### src/rtl/fetch_pkg.sv
// Shared fetch-side types for the BTB update path: update-entry struct, branch types, defaults.
package fetch_pkg;

  localparam int SIZE_PC              = 32;
  localparam int BRANCH_TYPE          = 2;
  localparam int UPD_DEPTH_DEFAULT    = 4;
  localparam int STARVE_LIMIT_DEFAULT = 8;

  typedef enum logic [BRANCH_TYPE-1:0] {
    BR_COND = 2'd0,
    BR_JUMP = 2'd1,
    BR_CALL = 2'd2,
    BR_RET  = 2'd3
  } branch_type_e;

  typedef struct packed {
    logic [SIZE_PC-1:0]     pc;
    logic [SIZE_PC-1:0]     target;
    logic [BRANCH_TYPE-1:0] ctrlType;
    logic                   dir;
  } upd_entry_t;

  typedef enum logic {
    ARB_NORMAL = 1'b0,
    ARB_FORCE  = 1'b1
  } arb_state_e;

endpackage

### src/rtl/btb_update_arbiter_if.sv
// Update-in / table-write-out / fetch-grant bundle of btb_update_arbiter.
interface btb_update_arbiter_if import fetch_pkg::*; #(
  parameter int UPD_DEPTH = UPD_DEPTH_DEFAULT
) ();
  localparam int CW = $clog2(UPD_DEPTH) + 1;

  logic                   updValid_i;
  logic [SIZE_PC-1:0]     updPC_i;
  logic [SIZE_PC-1:0]     updTarget_i;
  logic [BRANCH_TYPE-1:0] updCtrlType_i;
  logic                   updDir_i;
  logic                   fetchReq_i;
  logic                   fetchGrant_o;
  logic                   tblWe_o;
  logic [SIZE_PC-1:0]     tblPC_o;
  logic [SIZE_PC-1:0]     tblTarget_o;
  logic [BRANCH_TYPE-1:0] tblCtrlType_o;
  logic                   tblDir_o;
  logic                   updDrop_o;
  logic [CW-1:0]          updCount_o;

  modport slave (
    input  updValid_i, updPC_i, updTarget_i, updCtrlType_i, updDir_i, fetchReq_i,
    output fetchGrant_o, tblWe_o, tblPC_o, tblTarget_o, tblCtrlType_o, tblDir_o,
           updDrop_o, updCount_o
  );

  modport master (
    output updValid_i, updPC_i, updTarget_i, updCtrlType_i, updDir_i, fetchReq_i,
    input  fetchGrant_o, tblWe_o, tblPC_o, tblTarget_o, tblCtrlType_o, tblDir_o,
           updDrop_o, updCount_o
  );
endinterface

### src/rtl/upd_fifo.sv
// Circular update buffer with occupancy count and head read.
// BTB_UPD_COALESCE_EN adds a PC-match/overwrite port (youngest matching entry wins).
module upd_fifo import fetch_pkg::*; #(
  parameter int DEPTH = UPD_DEPTH_DEFAULT,
  localparam int PW = $clog2(DEPTH),
  localparam int CW = PW + 1
) (
  input  logic          clk,
  input  logic          reset,
  input  logic          push_i,
  input  upd_entry_t    push_data_i,
  input  logic          pop_i,
`ifdef BTB_UPD_COALESCE_EN
  input  logic          ovw_i,
  output logic          hit_o,
`endif
  output upd_entry_t    head_o,
  output logic [CW-1:0] count_o,
  output logic [CW-1:0] count_nxt_o
);

  upd_entry_t    mem_q [DEPTH];
  upd_entry_t    mem_d [DEPTH];
  logic [PW-1:0] head_q, head_d;
  logic [PW-1:0] tail_q, tail_d;
  logic [CW-1:0] count_q, count_d;

`ifdef BTB_UPD_COALESCE_EN
  logic [PW-1:0] hit_idx;
  logic [PW-1:0] scan_idx;

  // Scan oldest to youngest so the last hit is the youngest; the entry leaving this cycle is excluded.
  always_comb begin
    hit_o    = 1'b0;
    hit_idx  = '0;
    scan_idx = '0;
    for (int unsigned k = 0; k < DEPTH; k++) begin
      scan_idx = head_q + PW'(k);
      if ((CW'(k) < count_q) && !(pop_i && (k == 0)) &&
          (mem_q[scan_idx].pc == push_data_i.pc)) begin
        hit_o   = 1'b1;
        hit_idx = scan_idx;
      end
    end
  end
`endif

  always_comb begin
    head_d  = head_q;
    tail_d  = tail_q;
    if (pop_i)  head_d = head_q + PW'(1);
    if (push_i) tail_d = tail_q + PW'(1);
    count_d = count_q + CW'(push_i) - CW'(pop_i);
  end

  always_comb begin
    mem_d = mem_q;
    if (push_i) mem_d[tail_q] = push_data_i;
`ifdef BTB_UPD_COALESCE_EN
    if (ovw_i) mem_d[hit_idx] = push_data_i;
`endif
  end

  // Storage is deliberately left out of reset; only pointers and count clear.
  always_ff @(posedge clk) begin
    mem_q <= mem_d;
  end

  always_ff @(posedge clk or negedge reset) begin
    if (!reset) begin
      head_q  <= '0;
      tail_q  <= '0;
      count_q <= '0;
    end else begin
      head_q  <= head_d;
      tail_q  <= tail_d;
      count_q <= count_d;
    end
  end

  assign head_o      = mem_q[head_q];
  assign count_o     = count_q;
  assign count_nxt_o = count_d;

endmodule

### src/rtl/btb_update_arbiter.sv
// Shares the single-ported BTB between fetch lookups and buffered commit-time updates.
// Optional in-FIFO coalescing of same-PC updates: define BTB_UPD_COALESCE_EN.
module btb_update_arbiter import fetch_pkg::*; #(
  parameter int UPD_DEPTH    = UPD_DEPTH_DEFAULT,
  parameter int STARVE_LIMIT = STARVE_LIMIT_DEFAULT
) (
  input logic                 clk,
  input logic                 reset,
  btb_update_arbiter_if.slave bus
);

  localparam int              CW         = $clog2(UPD_DEPTH) + 1;
  localparam int              SW         = $clog2(STARVE_LIMIT + 1);
  localparam logic [CW-1:0]   FULL       = CW'(UPD_DEPTH);
  localparam logic [SW-1:0]   STARVE_MAX = SW'(STARVE_LIMIT);

  upd_entry_t    upd;
  upd_entry_t    head;
  logic [CW-1:0] count, count_nxt;
  logic          nonempty, pop, push, ovw, drop;
`ifdef BTB_UPD_COALESCE_EN
  logic          hit;
`endif

  arb_state_e    state_q, state_d;
  logic [SW-1:0] starve_q, starve_d;
  logic          tbl_we_q, tbl_we_d;
  upd_entry_t    tbl_q, tbl_d;
  logic          drop_q, drop_d;

  always_comb begin
    upd.pc       = bus.updPC_i;
    upd.target   = bus.updTarget_i;
    upd.ctrlType = bus.updCtrlType_i;
    upd.dir      = bus.updDir_i;
  end

  upd_fifo #(.DEPTH(UPD_DEPTH)) u_fifo (
    .clk         (clk),
    .reset       (reset),
    .push_i      (push),
    .push_data_i (upd),
    .pop_i       (pop),
`ifdef BTB_UPD_COALESCE_EN
    .ovw_i       (ovw),
    .hit_o       (hit),
`endif
    .head_o      (head),
    .count_o     (count),
    .count_nxt_o (count_nxt)
  );

  // Table writes and lookup grants are mutually exclusive by construction.
  always_comb begin
    nonempty         = (count != '0);
    pop              = nonempty & (~bus.fetchReq_i | (state_q == ARB_FORCE));
    bus.fetchGrant_o = bus.fetchReq_i & ~((state_q == ARB_FORCE) & nonempty);
`ifdef BTB_UPD_COALESCE_EN
    ovw              = bus.updValid_i & hit;
`else
    ovw              = 1'b0;
`endif
    push             = bus.updValid_i & ~ovw & ((count < FULL) | pop);
    drop             = bus.updValid_i & ~ovw & ~push;
  end

  always_comb begin
    starve_d = starve_q;
    if (pop || !nonempty)          starve_d = '0;
    else if (starve_q != STARVE_MAX) starve_d = starve_q + SW'(1);

    state_d = state_q;
    case (state_q)
      ARB_NORMAL: if ((starve_d == STARVE_MAX) || (count_nxt == FULL)) state_d = ARB_FORCE;
      ARB_FORCE:  if (pop || !nonempty) state_d = ARB_NORMAL;
      default:    state_d = ARB_NORMAL;
    endcase
  end

  always_comb begin
    tbl_we_d = pop;
    tbl_d    = tbl_q;
    if (pop) tbl_d = head;
    drop_d   = drop;
  end

  always_ff @(posedge clk or negedge reset) begin
    if (!reset) begin
      state_q  <= ARB_NORMAL;
      starve_q <= '0;
      tbl_we_q <= 1'b0;
      tbl_q    <= '0;
      drop_q   <= 1'b0;
    end else begin
      state_q  <= state_d;
      starve_q <= starve_d;
      tbl_we_q <= tbl_we_d;
      tbl_q    <= tbl_d;
      drop_q   <= drop_d;
    end
  end

  assign bus.tblWe_o       = tbl_we_q;
  assign bus.tblPC_o       = tbl_q.pc;
  assign bus.tblTarget_o   = tbl_q.target;
  assign bus.tblCtrlType_o = tbl_q.ctrlType;
  assign bus.tblDir_o      = tbl_q.dir;
  assign bus.updDrop_o     = drop_q;
  assign bus.updCount_o    = count;

endmodule

### src/flat_wrapper.sv
// flat-port wrapper written by rule: the top's interface ports become plain ports
module btb_update_arbiter_flat import fetch_pkg::*;
#(
  parameter int UPD_DEPTH    = UPD_DEPTH_DEFAULT,
  parameter int STARVE_LIMIT = STARVE_LIMIT_DEFAULT
)
  (clk, reset, bus_updValid_i, bus_updPC_i, bus_updTarget_i, bus_updCtrlType_i, bus_updDir_i, bus_fetchReq_i, bus_fetchGrant_o, bus_tblWe_o, bus_tblPC_o, bus_tblTarget_o, bus_tblCtrlType_o, bus_tblDir_o, bus_updDrop_o, bus_updCount_o);
  btb_update_arbiter_if #(.UPD_DEPTH(UPD_DEPTH)) bus_i ();
  input logic clk;
  input logic reset;
  input wire logic [$bits(bus_i.updValid_i)-1:0] bus_updValid_i;
  input wire logic [$bits(bus_i.updPC_i)-1:0] bus_updPC_i;
  input wire logic [$bits(bus_i.updTarget_i)-1:0] bus_updTarget_i;
  input wire logic [$bits(bus_i.updCtrlType_i)-1:0] bus_updCtrlType_i;
  input wire logic [$bits(bus_i.updDir_i)-1:0] bus_updDir_i;
  input wire logic [$bits(bus_i.fetchReq_i)-1:0] bus_fetchReq_i;
  output wire logic [$bits(bus_i.fetchGrant_o)-1:0] bus_fetchGrant_o;
  output wire logic [$bits(bus_i.tblWe_o)-1:0] bus_tblWe_o;
  output wire logic [$bits(bus_i.tblPC_o)-1:0] bus_tblPC_o;
  output wire logic [$bits(bus_i.tblTarget_o)-1:0] bus_tblTarget_o;
  output wire logic [$bits(bus_i.tblCtrlType_o)-1:0] bus_tblCtrlType_o;
  output wire logic [$bits(bus_i.tblDir_o)-1:0] bus_tblDir_o;
  output wire logic [$bits(bus_i.updDrop_o)-1:0] bus_updDrop_o;
  output wire logic [$bits(bus_i.updCount_o)-1:0] bus_updCount_o;
  assign bus_i.updValid_i = bus_updValid_i;
  assign bus_i.updPC_i = bus_updPC_i;
  assign bus_i.updTarget_i = bus_updTarget_i;
  assign bus_i.updCtrlType_i = bus_updCtrlType_i;
  assign bus_i.updDir_i = bus_updDir_i;
  assign bus_i.fetchReq_i = bus_fetchReq_i;
  assign bus_fetchGrant_o = bus_i.fetchGrant_o;
  assign bus_tblWe_o = bus_i.tblWe_o;
  assign bus_tblPC_o = bus_i.tblPC_o;
  assign bus_tblTarget_o = bus_i.tblTarget_o;
  assign bus_tblCtrlType_o = bus_i.tblCtrlType_o;
  assign bus_tblDir_o = bus_i.tblDir_o;
  assign bus_updDrop_o = bus_i.updDrop_o;
  assign bus_updCount_o = bus_i.updCount_o;
  btb_update_arbiter #(.UPD_DEPTH(UPD_DEPTH), .STARVE_LIMIT(STARVE_LIMIT)) u_core (.clk(clk), .reset(reset), .bus(bus_i));
endmodule
### config.mk
export PLATFORM = sky130hd
export DESIGN_NAME = btb_update_arbiter_flat
export DESIGN_NICKNAME = d
export VERILOG_FILES = /design/src/rtl/fetch_pkg.sv /design/src/rtl/btb_update_arbiter_if.sv /design/src/rtl/upd_fifo.sv /design/src/rtl/btb_update_arbiter.sv /design/src/flat_wrapper.sv
export SDC_FILE = /design/constraint.sdc
export NUM_CORES = 1
export LEC_CHECK = 0
export BUFFER_PORTS_ARGS = -buffer_cell sky130_fd_sc_hd__buf_2
export CAP_MARGIN = 20
export CORE_MARGIN = 5
export CORE_UTILIZATION = 52
export DETAILED_ROUTE_END_ITERATION = 8
export PLACE_DENSITY = 0.72
export SYNTH_ARGS = -nofsm -noshare
export SYNTH_HDL_FRONTEND = slang
export SYNTH_SLANG_ARGS = --single-unit
### constraint.sdc
create_clock -name clk -period 2.8 [get_ports clk]
set_input_delay 0.14 -clock clk [delete_from_list [all_inputs] [get_ports clk]]
set_output_delay 0.14 -clock clk [all_outputs]
set_load 0.02 [all_outputs]
==> impl_metrics.tcl <==
set metrics [dict create \
    holdPathStages 3 \
    grt_pass1_vias 7122 \
    status "complete, no violations" \
    drv_cap 0 \
    ir_worst_vdd_mv 0.697 \
    wire_per_inst_um 22.1 \
    die_x_um 167 \
    numClockSinks 349 \
    placed_area_um2 14100 \
    min_period_ns 2.53 \
    synth_edf_count 268 \
    syn_to_final_growth_pct 23.5 \
    drc_errors 0 \
    maxSlewViolCount 0 \
    whs_endpoint "u_core.bus.updDrop_o$_DFF_PN0_" \
    port_buffers 143 \
    cts_buffers 35 \
    r2r_cells 11 \
    synth.ff_latch_count 349 \
    p_per_area_nw_per_um2 1070 \
    ys_types 29 \
    die-area_um2 28000 \
    cp-end-kind "flip-flop" \
    gp_congestion 0.774 \
    rsz0062_at_grt "no" \
    critical_path.startpoint_type "flip-flop" \
    clockBufferDepth 3 \
    ant_nets 0 \
    setup_viol 0 \
    skew_ns 0.0127 \
    clk_pin_slew_ns 0.06 \
    timing.final.crit_share_pct 90.4 \
    hold_class "in2reg" \
    r2r_slack_ns 0.27 \
    vias_per_cell 5.42 \
    drt_pass1_iterations 4 \
    drtIter0Drc 403 \
    clk_latency_ns 0.50 \
    reg2reg_to "u_core.state_q$_DFF_PN0_" \
    syn-cell-area_um2 12900 \
    antenna_found_initial 0 \
    dp_hpwl_um 15000 \
    grt-ovfl-total 0 \
    tritoncts "done" \
    cts-htree-levels 2 \
    ys_seq_area_share_pct 78.1 \
    avgSynthCellArea_um2 22.9 \
    start_util_pct 52.9 \
    num_antenna_cells 0 \
    fin_area_um2 15900 \
    synth_ff_type "edfxtp_1" \
    relSlewSlack_pct 53.1 \
    crit_fanout 8 \
    synthCells 562 \
    grt_max_degree 72 \
    nets 885 \
    grt_pass1_wl_um 40300 \
    wl_um 25500 \
    setup_tns_ns 0 \
    coreArea_um2 24400 \
    synthesis.nets 642 \
    ios 144 \
    worstHoldStart "bus_fetchReq_i" \
    hold_viol_final 0 \
    worstReg2RegStart "u_core.state_q$_DFF_PN0_" \
    final_cell_mix "edfxtp_1 (268), buf_2 (142), dfrtp_1 (79)" \
    layout-drive-gt1-share_pct 41.9 \
    yosys_warnings 0 \
    worstMarginPinSlew_ns 0.704 \
    leakagePower_nw 5.83 \
    rows 57 \
    chipHeight_um 167 \
    cts_root_buf "clkbuf_16" \
    timing.fmax_mhz 395 \
    vias 6259 \
    final_common_cell "edfxtp_1" \
    grtUsageTotal_pct 18.4 \
    worstPathRequired_ns 3.21 \
    critical_path_class "reg2reg" \
    arrival_ns 2.95 \
    synth_async_sr_flop_share_pct 23.2 \
]
[how the worst max path moves through the flow]
stage	start	to	slack [ns]	cells after the start
floorplan	u_core.u_fifo.count_o[0]$_DFF_PN0_	u_core.state_q$_DFF_PN0_	0.42	11
global placement	u_core.state_q$_DFF_PN0_	u_core.state_q$_DFF_PN0_	0.41	11
detailed placement	u_core.state_q$_DFF_PN0_	u_core.state_q$_DFF_PN0_	0.22	11
CTS	u_core.state_q$_DFF_PN0_	u_core.state_q$_DFF_PN0_	0.06	11
global route	u_core.state_q$_DFF_PN0_	u_core.state_q$_DFF_PN0_	0.12	11
finish	u_core.state_q$_DFF_PN0_	u_core.state_q$_DFF_PN0_	0.27	11
[layer usage]
layer  global-route usage (%)  part of all wire [%]  vias to the layer above
li1                         -                     -                     2753
met5                        0                     0                        -
met2                     32.9                    54                      171
met3                     3.65                   5.4                       43
met4                     4.48                   2.0                        0
met1                     23.2                    39                     3292
[worst max-delay path, stage by stage, from the launching register on]
cell      delay, ns
dfrtp_1        0.37
nor2b_1        0.12
a21boi_2       0.36
inv_1          0.09
ha_1           0.30
inv_1          0.05
ha_1           0.20
fa_1           0.40
xnor2_1        0.23
xnor2_1        0.18
nand2_1        0.07
o21ai_1        0.08
[Yosys cell counts, types with 4 or more instances]
cell	count	area [µm²]
clkbuf_1	5	18.8
edfxtp_1	268	8050
xnor2_1	5	43.8
mux2_2	59	664
nor2_1	6	22.5
mux4_2	67	1510
dfrtp_1	81	2030
buf_2	15	75.1
nand2_1	5	18.8
inv_1	9	33.8
and2_1	4	25.0
mux2_4	8	120
ha_1	8	100
[layout make-up]
cell class,instances,area [µm²]
tap,324,405
timing repair buffer,229,1660
multi-input combinational,181,2660
clock inverter,14,87.6
clock buffer,48,997
inverter,9,33.8
sequential,349,10100
fill,1639,8460
[kinds of logic after synthesis]
| group | synth area share [%] |
|---|---|
| flip-flops | 78.1 |
| XOR/XNOR | 0.476 |
| adder cells (fa/ha/maj) | 0.932 |
| multiplexers | 17.9 |
| AND/OR/NAND/NOR | 0.873 |
| AO/OA/AOI/OAI | 0.320 |
| buffers and inverters | 1.39 |
[report_power, final]
part | total [W] | internal, W | switching [W]
Combinational | 0.00498 | 0.00246 | 0.00252
Clock | 0.00438 | 0.00258 | 0.00180
Sequential | 0.00766 | 0.00694 | 0.000728
[state kept, by name, summed over array words and instances (netlist names)]
name	flops
u_core.bus.tblCtrlType_o	2
u_core.bus.tblDir_o	1
u_core.bus.tblPC_o	32
u_core.bus.tblTarget_o	32
u_core.bus.tblWe_o	1
u_core.bus.updDrop_o	1
u_core.starve_q	4
u_core.state_q	1
u_core.u_fifo.count_o	3
u_core.u_fifo.head_q	2
u_core.u_fifo.mem_q	268
u_core.u_fifo.tail_q	2
[repair_timing]
action	CTS	global route
gates resized for setup	0	1
hold buffers	69	0
hold endpoints to repair	306	0
endpoints found under the setup margin	0	1
setup buffers	0	0
[per-stage QoR]
| step | std cells | hold slack, ns | utilization, % | total power, W | setup WS (ns) |
|---|---|---|---|---|---|
| after global placement | 1022 | 0.198 | 57.9 | 0.0125 | 0.415 |
| after floorplan | 562 | -0.156 | - | 0.0110 | 0.417 |
| after global routing | 1154 | 0.175 | 65.3 | 0.0179 | 0.123 |
| after CTS | 1153 | 0.143 | 65.2 | 0.0172 | 0.0621 |
| final | 1154 | 0.174 | 65.3 | 0.0170 | 0.268 |
| after detailed placement | 1022 | 0.205 | 57.9 | 0.0127 | 0.221 |
Note: power is estimated with default switching activity, not from simulation.
